$ cat src/rtl/spi_pkg.sv
// Shared types and helpers for the SPI transaction arbiter.
package spi_pkg;

  typedef enum logic [1:0] {
    IDLE  = 2'd0,
    WRITE = 2'd1,
    READ  = 2'd2,
    RESP  = 2'd3
  } spi_arb_state_e;

  // Limits a requested bit count to the core's word width.
  function automatic int unsigned clamp_bits(input int unsigned bits,
                                             input int unsigned max_bits);
    return (bits > max_bits) ? max_bits : bits;
  endfunction

endpackage

$ cat src/rtl/spi_rr_arbiter.sv
// Combinational round-robin picker: first set request after last_grant, wrapping.
module spi_rr_arbiter #(
  parameter int NUM_REQ = 4,
  parameter int IDX_W   = (NUM_REQ > 1) ? $clog2(NUM_REQ) : 1
) (
  input  logic [NUM_REQ-1:0] req_i,
  input  logic [IDX_W-1:0]   last_grant_i,
  output logic [NUM_REQ-1:0] grant_oh_o,
  output logic [IDX_W-1:0]   grant_idx_o,
  output logic               any_o
);

  always_comb begin
    logic             found;
    logic [IDX_W-1:0] cand;
    // NOTE: every variable written here gets a default first, so no latch is inferred.
    grant_oh_o  = '0;
    grant_idx_o = '0;
    found       = 1'b0;
    cand        = '0;
    for (int k = 1; k <= NUM_REQ; k++) begin
      cand = IDX_W'((32'(last_grant_i) + 32'(k)) % NUM_REQ);
      if (!found && req_i[cand]) begin
        found           = 1'b1;
        grant_idx_o     = cand;
        grant_oh_o[cand] = 1'b1;
      end
    end
    any_o = found;
  end

endmodule

$ cat src/rtl/spi_txn_arbiter.sv
// Shares one spi_core between NUM_REQ requesters: round-robin grant,
// write/read phase sequencing, per-phase watchdog and one-cycle response.
module spi_txn_arbiter
  import spi_pkg::*;
#(
  parameter int NUM_REQ              = 4,
  parameter int BITWIDTH             = 8,
  parameter int P_VALID_BIT_BITWIDTH = $clog2(BITWIDTH) + 1,
  parameter int TIMEOUT_CYCLES       = 65535
) (
  input  logic                                    clk,
  input  logic                                    rst_n,
  input  logic                                    en_i,
  input  logic [NUM_REQ-1:0]                      req_valid_i,
  output logic [NUM_REQ-1:0]                      req_ready_o,
  input  logic [NUM_REQ*BITWIDTH-1:0]             req_sdata_i,
  input  logic [NUM_REQ*P_VALID_BIT_BITWIDTH-1:0] req_wbits_i,
  input  logic [NUM_REQ*P_VALID_BIT_BITWIDTH-1:0] req_rbits_i,
  output logic [NUM_REQ-1:0]                      rsp_valid_o,
  output logic [BITWIDTH-1:0]                     rsp_rdata_o,
  output logic                                    rsp_err_o,
  output logic                                    busy_o,
  output logic                                    core_sys_en_o,
  output logic                                    core_w_en_o,
  output logic [BITWIDTH-1:0]                     core_sdata_o,
  output logic [P_VALID_BIT_BITWIDTH-1:0]         core_sdata_valid_bit_num_o,
  input  logic                                    core_w_done_i,
  output logic                                    core_r_en_o,
  output logic [P_VALID_BIT_BITWIDTH-1:0]         core_rdata_valid_bit_num_o,
  input  logic [BITWIDTH-1:0]                     core_rdata_i,
  input  logic                                    core_rdone_i
);

  localparam int IDX_W = (NUM_REQ > 1) ? $clog2(NUM_REQ) : 1;
  localparam int VBW   = P_VALID_BIT_BITWIDTH;
  localparam int WD_W  = (TIMEOUT_CYCLES > 1) ? $clog2(TIMEOUT_CYCLES) : 1;
  localparam logic [WD_W-1:0]  WD_LAST  = WD_W'((TIMEOUT_CYCLES > 0) ? TIMEOUT_CYCLES - 1 : 0);
  localparam logic [IDX_W-1:0] LAST_RST = IDX_W'(NUM_REQ - 1);

  spi_arb_state_e r_state, w_state_nxt;

  logic [IDX_W-1:0]    r_gidx;
  logic [IDX_W-1:0]    r_last_grant;
  logic [BITWIDTH-1:0] r_sdata;
  logic [VBW-1:0]      r_wbits;
  logic [VBW-1:0]      r_rbits;
  logic [BITWIDTH-1:0] r_rdata;
  logic                r_err;
  logic [WD_W-1:0]     r_wd_cnt;

  logic [NUM_REQ-1:0]  w_grant_oh;
  logic [IDX_W-1:0]    w_grant_idx;
  logic                w_any;
  logic                w_grant_fire;
  logic                w_timeout;
  logic                w_wd_clear;
  logic [BITWIDTH-1:0] w_sdata_sel;
  logic [VBW-1:0]      w_wbits_sel;
  logic [VBW-1:0]      w_rbits_sel;

  logic [BITWIDTH-1:0] w_sdata_arr [NUM_REQ];
  logic [VBW-1:0]      w_wbits_arr [NUM_REQ];
  logic [VBW-1:0]      w_rbits_arr [NUM_REQ];

  for (genvar gi = 0; gi < NUM_REQ; gi++) begin : g_unpack
    assign w_sdata_arr[gi] = req_sdata_i[gi*BITWIDTH +: BITWIDTH];
    assign w_wbits_arr[gi] = VBW'(clamp_bits(32'(req_wbits_i[gi*VBW +: VBW]), BITWIDTH));
    assign w_rbits_arr[gi] = VBW'(clamp_bits(32'(req_rbits_i[gi*VBW +: VBW]), BITWIDTH));
  end

  spi_rr_arbiter #(
    .NUM_REQ (NUM_REQ),
    .IDX_W   (IDX_W)
  ) u_rr_arbiter (
    .req_i        (req_valid_i),
    .last_grant_i (r_last_grant),
    .grant_oh_o   (w_grant_oh),
    .grant_idx_o  (w_grant_idx),
    .any_o        (w_any)
  );

  assign w_sdata_sel = w_sdata_arr[w_grant_idx];
  assign w_wbits_sel = w_wbits_arr[w_grant_idx];
  assign w_rbits_sel = w_rbits_arr[w_grant_idx];
  assign w_timeout   = (TIMEOUT_CYCLES != 0) && (r_wd_cnt == WD_LAST);
  assign w_wd_clear  = (w_state_nxt != r_state) && ((w_state_nxt == WRITE) || (w_state_nxt == READ));

  always_ff @(posedge clk or negedge rst_n) begin
    // NOTE: sequential state uses non-blocking assignments so every register samples pre-edge values.
    if (!rst_n) r_state <= IDLE;
    else        r_state <= w_state_nxt;
  end

  always_comb begin
    w_state_nxt  = r_state;
    w_grant_fire = 1'b0;
    unique case (r_state)
      IDLE: begin
        if (en_i && w_any) begin
          w_grant_fire = 1'b1;
          if (w_wbits_sel != '0)      w_state_nxt = WRITE;
          else if (w_rbits_sel != '0) w_state_nxt = READ;
          else                        w_state_nxt = RESP;
        end
      end
      WRITE: begin
        // A done in the timeout cycle still counts as success.
        if (core_w_done_i)  w_state_nxt = (r_rbits != '0) ? READ : RESP;
        else if (w_timeout) w_state_nxt = RESP;
      end
      READ:    if (core_rdone_i || w_timeout) w_state_nxt = RESP;
      RESP:    w_state_nxt = IDLE;
      default: w_state_nxt = IDLE;
    endcase
  end

  always_ff @(posedge clk or negedge rst_n) begin
    if (!rst_n) begin
      r_gidx       <= '0;
      r_last_grant <= LAST_RST;
      r_sdata      <= '0;
      r_wbits      <= '0;
      r_rbits      <= '0;
      r_rdata      <= '0;
      r_err        <= 1'b0;
      r_wd_cnt     <= '0;
    end else begin
      if (w_grant_fire) begin
        r_gidx  <= w_grant_idx;
        r_sdata <= w_sdata_sel;
        r_wbits <= w_wbits_sel;
        r_rbits <= w_rbits_sel;
        r_rdata <= '0;
        r_err   <= 1'b0;
      end

      if (w_wd_clear)                               r_wd_cnt <= '0;
      else if ((r_state == WRITE) || (r_state == READ)) r_wd_cnt <= r_wd_cnt + 1'b1;

      if ((r_state == WRITE) && !core_w_done_i && w_timeout) begin
        r_err   <= 1'b1;
        r_rdata <= '0;
      end

      if (r_state == READ) begin
        if (core_rdone_i) begin
          r_rdata <= core_rdata_i;
        end else if (w_timeout) begin
          r_err   <= 1'b1;
          r_rdata <= '0;
        end
      end

      if (r_state == RESP) r_last_grant <= r_gidx;
    end
  end

  assign req_ready_o                = w_grant_fire ? w_grant_oh : '0;
  assign rsp_valid_o                = (r_state == RESP) ? (NUM_REQ'(1) << r_gidx) : '0;
  assign rsp_rdata_o                = (r_state == RESP) ? r_rdata : '0;
  assign rsp_err_o                  = (r_state == RESP) && r_err;
  assign busy_o                     = (r_state != IDLE);
  assign core_sys_en_o              = en_i | busy_o;
  assign core_w_en_o                = (r_state == WRITE);
  assign core_r_en_o                = (r_state == READ);
  assign core_sdata_o               = r_sdata;
  assign core_sdata_valid_bit_num_o = r_wbits;
  assign core_rdata_valid_bit_num_o = r_rbits;

endmodule

$ cat config.mk
export PLATFORM = sky130hd
export DESIGN_NAME = spi_txn_arbiter
export DESIGN_NICKNAME = d
export VERILOG_FILES = /design/src/rtl/spi_pkg.sv /design/src/rtl/spi_rr_arbiter.sv /design/src/rtl/spi_txn_arbiter.sv
export SDC_FILE = /design/constraint.sdc
export NUM_CORES = 1
export LEC_CHECK = 0
export BUFFER_PORTS_ARGS = -buffer_cell sky130_fd_sc_hd__buf_2
export CORE_UTILIZATION = 50
export DETAILED_ROUTE_END_ITERATION = 16
export HOLD_SLACK_MARGIN = 0.15
export PLACE_DENSITY_LB_ADDON = 0.12
export REMOVE_ABC_BUFFERS = 1
export SLEW_MARGIN = 20
export SYNTH_ARGS = -nofsm -noshare
export SYNTH_HDL_FRONTEND = slang
export SYNTH_SLANG_ARGS = --single-unit
$ cat constraint.sdc
create_clock -name clk -period 4.4 [get_ports clk]
set_input_delay 0.88 -clock clk [delete_from_list [all_inputs] [get_ports clk]]
set_output_delay 0.88 -clock clk [all_outputs]
set_load 0.03 [all_outputs]
# Yosys cells after proc, flatten, opt, wreduce, memory -nomap -nowiden
# Cells that the tools add are included.
[op_classes] eq_ne=7 reduce_logical=25 mux=70 addsub=5 n_lt_le_gt_ge=17 n_shift=1 bitwise=5
[op_table] cell="$mux W4" n=18
[op_table] cell="$mux W8" n=8
[op_table] cell="$gt A4 B4 Y1 const B" n=8
[op_table] cell="$mux W16" n=2
[op_table] cell="$mux W1" n=21
[op_table] cell="$mux W2" n=9
[op_table] cell="$add A16 B1 Y16 const B" n=1
[op_table] cell="$bmux W4 S2" n=2
[op_table] cell="$bmux W8 S2" n=1
[op_table] cell="$eq A16 B16 Y1 const B" n=1
[op_table] cell="$logic_and A1 B1 Y1" n=12
[op_table] cell="$lt A2 B3 Y1 const B" n=4
[op_table] cell="$or A4 B4 Y4" n=3
[op_table] cell="$reduce_bool A4 Y1" n=3
[op_table] cell="$bmux W1 S2" n=4
[op_table] cell="$demux W1 S2" n=4
[op_table] cell="$ge A2 B1 Y1 const B" n=4
[op_table] cell="$pmux W2 S4" n=1
[op_table] cell="$eq A2 B2 Y1 const B" n=3
[op_table] cell="$add A2 B1 Y2 const B" n=2
[op_table] cell="$add A2 B2 Y2 const B" n=2
[op_table] cell="$eq A2 B1 Y1 const B" n=2
[op_table] cell="$logic_not A1 Y1" n=4
[op_table] cell="$reduce_bool A2 Y1" n=2
[op_table] cell="7 further kinds" n=9
[word_totals] in_bits=81 regBits=47 word_cells=139

# Depth between registers and ports, before layout
[logic_depth] depth_word=26 mapped_depth=16 mapped_depth_nobuf=11

# Modules after synthesis
# Synthesis repeated with hierarchy kept, for this count alone.
[hier_totals] cells_unflattened=394 hier_area_um2=3530.9
[by_module_without_submodules] module="spi_txn_arbiter" instances=1 cells_per_inst=308 area_each_um2=2901.5
[by_module_without_submodules] module="spi_rr_arbiter" instances=1 cells_per_inst=86 area_each_um2=629.4

# Worst setup path after synthesis
# OpenSTA, ideal clock, no wires.
[synth_timing] path_kind="register to output" start="reg r_last_grant[0]" end="out req_ready_o[0]" slack_ns=0.102 path_stages_with_launch=12 arrival_ns=3.418 cell_sequence="dfstp_2 -> buf_6 -> clkinv_1 -> ha_1 -> clkbuf_1 -> mux4_2 -> or3_1 -> o21ai_0 -> or2_2 -> clkbuf_1 -> clkbuf_1 -> nor2_1"
[synth_via] elab_chain_len=17
[synth_lines] element="start, declared" line_no="spi_txn_arbiter.sv:43" source="logic [IDX_W-1:0] r_last_grant;"
[synth_lines] element="start signal, assigned" line_no="spi_txn_arbiter.sv:154" source="if (r_state == RESP) r_last_grant <= r_gidx;"
[synth_lines] element="parallel branches: the longest is 16 deep, another holds $lt A2 B3 Y1"
[synth_lines] element="$mux W4 (*)" line_no="spi_txn_arbiter.sv:158" source="assign req_ready_o = w_grant_fire ? w_grant_oh : '0;"
[synth_lines] element="end, declared" line_no="spi_txn_arbiter.sv:15" source="output logic [NUM_REQ-1:0] req_ready_o,"
# Mark *: on every way between the ends. The select of a mux whose other input is x is not followed.

# Final worst setup path
[layout_timing] start="reg r_last_grant[0]" end="reg r_wd_cnt[1]"
[layout_via] elab_chain_len=26
[layout_lines] element="$add A2 B1 Y2" line_no="spi_rr_arbiter.sv:22" source="cand = IDX_W'((32'(last_grant_i) + 32'(k)) % NUM_REQ);"
[layout_lines] element="$bmux W1 S2" line_no="spi_rr_arbiter.sv:23" source="if (!found && req_i[cand]) begin"
[layout_lines] element="$mux W1 (implied by the code)" line_no="spi_rr_arbiter.sv:23"
[layout_lines] element="$mux W1" line_no="spi_rr_arbiter.sv:23"
[layout_lines] element="$logic_not A1 Y1" line_no="spi_rr_arbiter.sv:23"
[layout_lines] element="$logic_and A1 B1 Y1" line_no="spi_rr_arbiter.sv:23"
[layout_lines] element="$mux W1" line_no="spi_rr_arbiter.sv:23"
[layout_lines] element="$logic_not A1 Y1" line_no="spi_rr_arbiter.sv:23"
[layout_lines] element="[11 not listed]"
[layout_lines] element="$mux W2" line_no="spi_txn_arbiter.sv:101" source="if (w_wbits_sel != '0) w_state_nxt = WRITE;"
[layout_lines] element="$mux W2 (*)" line_no="spi_txn_arbiter.sv:99" source="if (en_i && w_any) begin"
[layout_lines] element="$pmux W2 S4 (*)" line_no="spi_txn_arbiter.sv:97" source="unique case (r_state)"
[layout_lines] element="named net w_state_nxt[0]" line_no="spi_txn_arbiter.sv:40" source="spi_arb_state_e r_state, w_state_nxt;"
[layout_lines] element="$eq A2 B1 Y1 / $eq A2 B2 Y1 (equally long branches)" line_no="spi_txn_arbiter.sv:86" source="assign w_wd_clear = (w_state_nxt != r_state) && ((w_state_nxt == WRITE) || (w_state_nxt == READ));"
[layout_lines] element="$logic_or A1 B1 Y1" line_no="spi_txn_arbiter.sv:86"
[layout_lines] element="$logic_and A1 B1 Y1 (*)" line_no="spi_txn_arbiter.sv:86"
[layout_lines] element="$mux W16 / $reduce_bool A2 Y1 (equally long branches)"
[layout_lines] element="end signal, assigned" line_no="spi_txn_arbiter.sv:138" source="else if ((r_state == WRITE) || (r_state == READ)) r_wd_cnt <= r_wd_cnt + 1'b1;"
[layout_lines] element="end, declared" line_no="spi_txn_arbiter.sv:49" source="logic [WD_W-1:0] r_wd_cnt;"
# The timed path passes the listed nets; every way through them passes the cells marked *. The select of a mux whose other input is x is not followed.
# A chain may end at the register's enable or synchronous reset.

==> flow_summary.ini <==
[routing]
wirelength_mm = 8.87
antenna_left = 0
drtIter0Drc = 96
via_per_inst = 5.63
wl_per_cell_um = 14.8
drc_errors = 0
first_pass_iters = 5
num_vias = 3364

[synthesis]
synth_flop_cell = dfrtp_1
syn_area_per_cell_um2 = 8.56
ys_seq_elements = 47
synth_area_um2 = 3480
syn-instance-count = 406
synth_top_area_share = 0.324
synth_edf_count = 0
synthTopCellsByArea = dfrtp_1, nor2_1, ha_1
yosysTopAreaCell = dfrtp_1
yosysSeqAreaShare = 0.339
ys_warn_count = 0
yosys.cell_types.count = 60
synth.most_common_cell = nor2_1
async_flop_share = 1.00
synthTopCellsByCount = nor2_1, nand2_1, dfrtp_1, o21ai_0, inv_1

[placed_design]
placed_cell_area_um2 = 4100
pre_cts_ws_ns = 0.228
dp.cells = 589
gp_congestion = 0.926
dp_hpwl_mm = 6.55
portBuffers = 117

[worst_setup_path]
crit_path_start = r_last_grant[0]
slowest_delay_ns = 0.73
path_cells = clkinv_1 -> ha_1 -> nand3b_1 -> o31ai_1 -> o31a_4 -> or2_1 -> buf_4 -> a221oi_2 -> o22ai_1 -> o31a_1 -> o41ai_4 -> buf_4 -> a211oi_1
path_buf_inv = 3
start_kind = flip-flop
cp-end-kind = flip-flop
r2r_slack_ns = 0.31
crit_family = compound AO/OA/AOI/OAI gates
reg2reg_to = r_wd_cnt[1]
r2r_cells = 13
critPathKind = reg -> reg
cp.depth = 13
reg2reg_from = r_last_grant[0]
crit_fanout = 19
cpMaxStageDelayCell = dfstp_4
required_ns = 4.58
cp.arrival_ns = 4.27
worstSetupEndpoint = r_wd_cnt[1]
crit_path_frequent_cell = buf_4

[global_route]
grt_use_total = 0.245
grt-ovfl-total = 0
antenna_found_initial = 0
grt_pass1_vias = 3133
grt_max_degree = 48
grt_pass1_wl_mm = 14.4

[power_and_ir_drop]
swShare = 0.513
internal-power_w = 0.00149
power_frac_clock = 0.108
pwr-share-seq = 0.230
ir_drop_uv = 378
p_comb_frac = 0.663
power_switching_w = 0.00157
powerDensity_nw_per_um2 = 722
p_leak_nw = 2.08

[cts]
clockRootBuffer = clkbuf_8
clk_pin_slew_ns = 0.10
numCtsBuffers = 5
cts_buffer_depth = 2
cts_tree = built
cts_sinks = 47
htree_num_levels = 2
clk_latency_ns = 0.30

[worst_hold_path]
hold_class = reg -> reg
min-delay-start = r_err

[timing]
hold_viol_final = 0
relSlewSlack = 0.597
setup_viol = 0
rsz0062_at_grt = no
tns_ns = 0
min_period_ns = 4.09
worst_pin_slew_ns = 0.604
drv_slew = 0
clock.fmax_ghz = 0.244
fin_skew_ns = 0.00583
fin_crit_sh = 0.930
layout_setup_ws_ns = 0.307

[cells_and_area]
final_cells = 598
stdcell_area_um2 = 4240
area_growth_pct = 21.8
num-nets-final = 613
n_antenna_cell = 0
multiInputGateArea_um2 = 2100
final_layout_size_suffix_gt1_frac = 0.319
regArea_um2 = 1180
n_fill_cell = 636

[outcome]
status = finished, final reports clean

[run]
cap_violations = 0

[floorplanning]
num_rows = 30
die_area_um2 = 7290
core_um2 = 6760
num_io_pins = 118
start_util = 0.515
die_w_um = 85.4
die_height_um = 85.4
==> routing by layer <==
metal	global-route usage	vias to the layer above	routed length [um]	share of wire
met4	0.0818	0	116	0.013
met2	0.428	121	4480	0.50
met1	0.314	1562	3840	0.43
li1	-	1669	-	-
met5	0	-	0	0
met3	0.0340	12	439	0.049
==> metrics by stage <==
step | power (W) | hold slack, ns | util
6_report | 0.00306 | 0.467 | 0.627
5_1_grt | 0.00331 | 0.500 | 0.627
4_1_cts | 0.00304 | 0.471 | 0.624
3_5_place_dp | 0.00269 | 0.449 | 0.607
3_3_place_gp | 0.00266 | 0.446 | 0.607
2_1_floorplan | 0.00213 | 0.431 | -
==> area by class of cell <==
cell class,count,share of cell area
tap,80,0.0236
inverter,19,0.0168
timing repair buffer,127,0.157
multi-input combinational,317,0.497
sequential,47,0.279
clock inverter,3,0.0109
clock buffer,5,0.0162
==> worst reg2reg max path: stages, from the launching register on <==
cell,delay (ns)
dfstp_4,0.73
clkinv_1,0.12
ha_1,0.45
nand3b_1,0.15
o31ai_1,0.09
o31a_4,0.37
or2_1,0.34
buf_4,0.25
a221oi_2,0.26
o22ai_1,0.20
o31a_1,0.37
o41ai_4,0.28
buf_4,0.29
a211oi_1,0.08
==> kinds of logic (layout without fill, tap and decap cells) <==
kind of cell | count (synthesis) | after routing | synth area share
simple gates | 177 | 177 | 0.246
compound gates | 104 | 104 | 0.232
flops | 47 | 47 | 0.339
buf+inv | 42 | 154 | 0.0583
fa+ha+maj | 15 | 15 | 0.0540
xor+xnor | 15 | 15 | 0.0378
mux | 6 | 6 | 0.0320
==> flip-flops by register name, summed over array words and instances (netlist names) <==
signal                      flops
core_rdata_valid_bit_num_o      4
r_rdata                         8
core_sdata_valid_bit_num_o      4
r_err                           1
r_state                         2
r_wd_cnt                       16
r_last_grant                    2
r_gidx                          2
core_sdata_o                    8
==> power groups by stage <==
stage / Combinational [W] / Sequential (W) / Clock, W
after CTS: 0.00200 / 0.000701 / 0.000339
after global routing: 0.00223 / 0.000728 / 0.000358
final: 0.00203 / 0.000703 / 0.000329
after floorplan: 0.00131 / 0.000821 / 0
after detailed placement: 0.00198 / 0.000708 / 0
after global placement: 0.00196 / 0.000702 / 0
==> cell usage in the layout (no fill, tap or decap), types with 4 or more instances in the layout <==
master,instances
buf_2,116
clkbuf_8,5
nor2_2,11
o21ai_0,28
buf_4,11
nand3_1,14
a22o_1,8
o211a_1,4
a21oi_1,8
nor3_1,9
a211oi_1,8
o31ai_1,4
a221oi_2,4
and2_1,10
mux4_2,4
nand2_1,47
inv_1,18
nand2b_1,7
a221oi_1,5
dfrtp_1,45
ha_1,15
o32ai_1,7
a22oi_1,4
nor2b_1,4
nor2_1,53
and4_1,5
xnor2_1,7
xor2_1,8
and3_1,5
==> worst min path at each step <==
stage / endpoint / cells after the start
detailed placement: r_err / 2
CTS: r_err / 2
floorplan: r_err / 2
global route: r_err / 2
finish: r_err / 2
global placement: r_err / 2
==> repair_timing <==
item	in CTS	in global routing
hold buffers	0	0
hold endpoints to repair	0	0
setup buffers	0	1
resized for setup	0	3
setup endpoints to repair	0	16
Note: power is estimated with default switching activity, not from simulation.
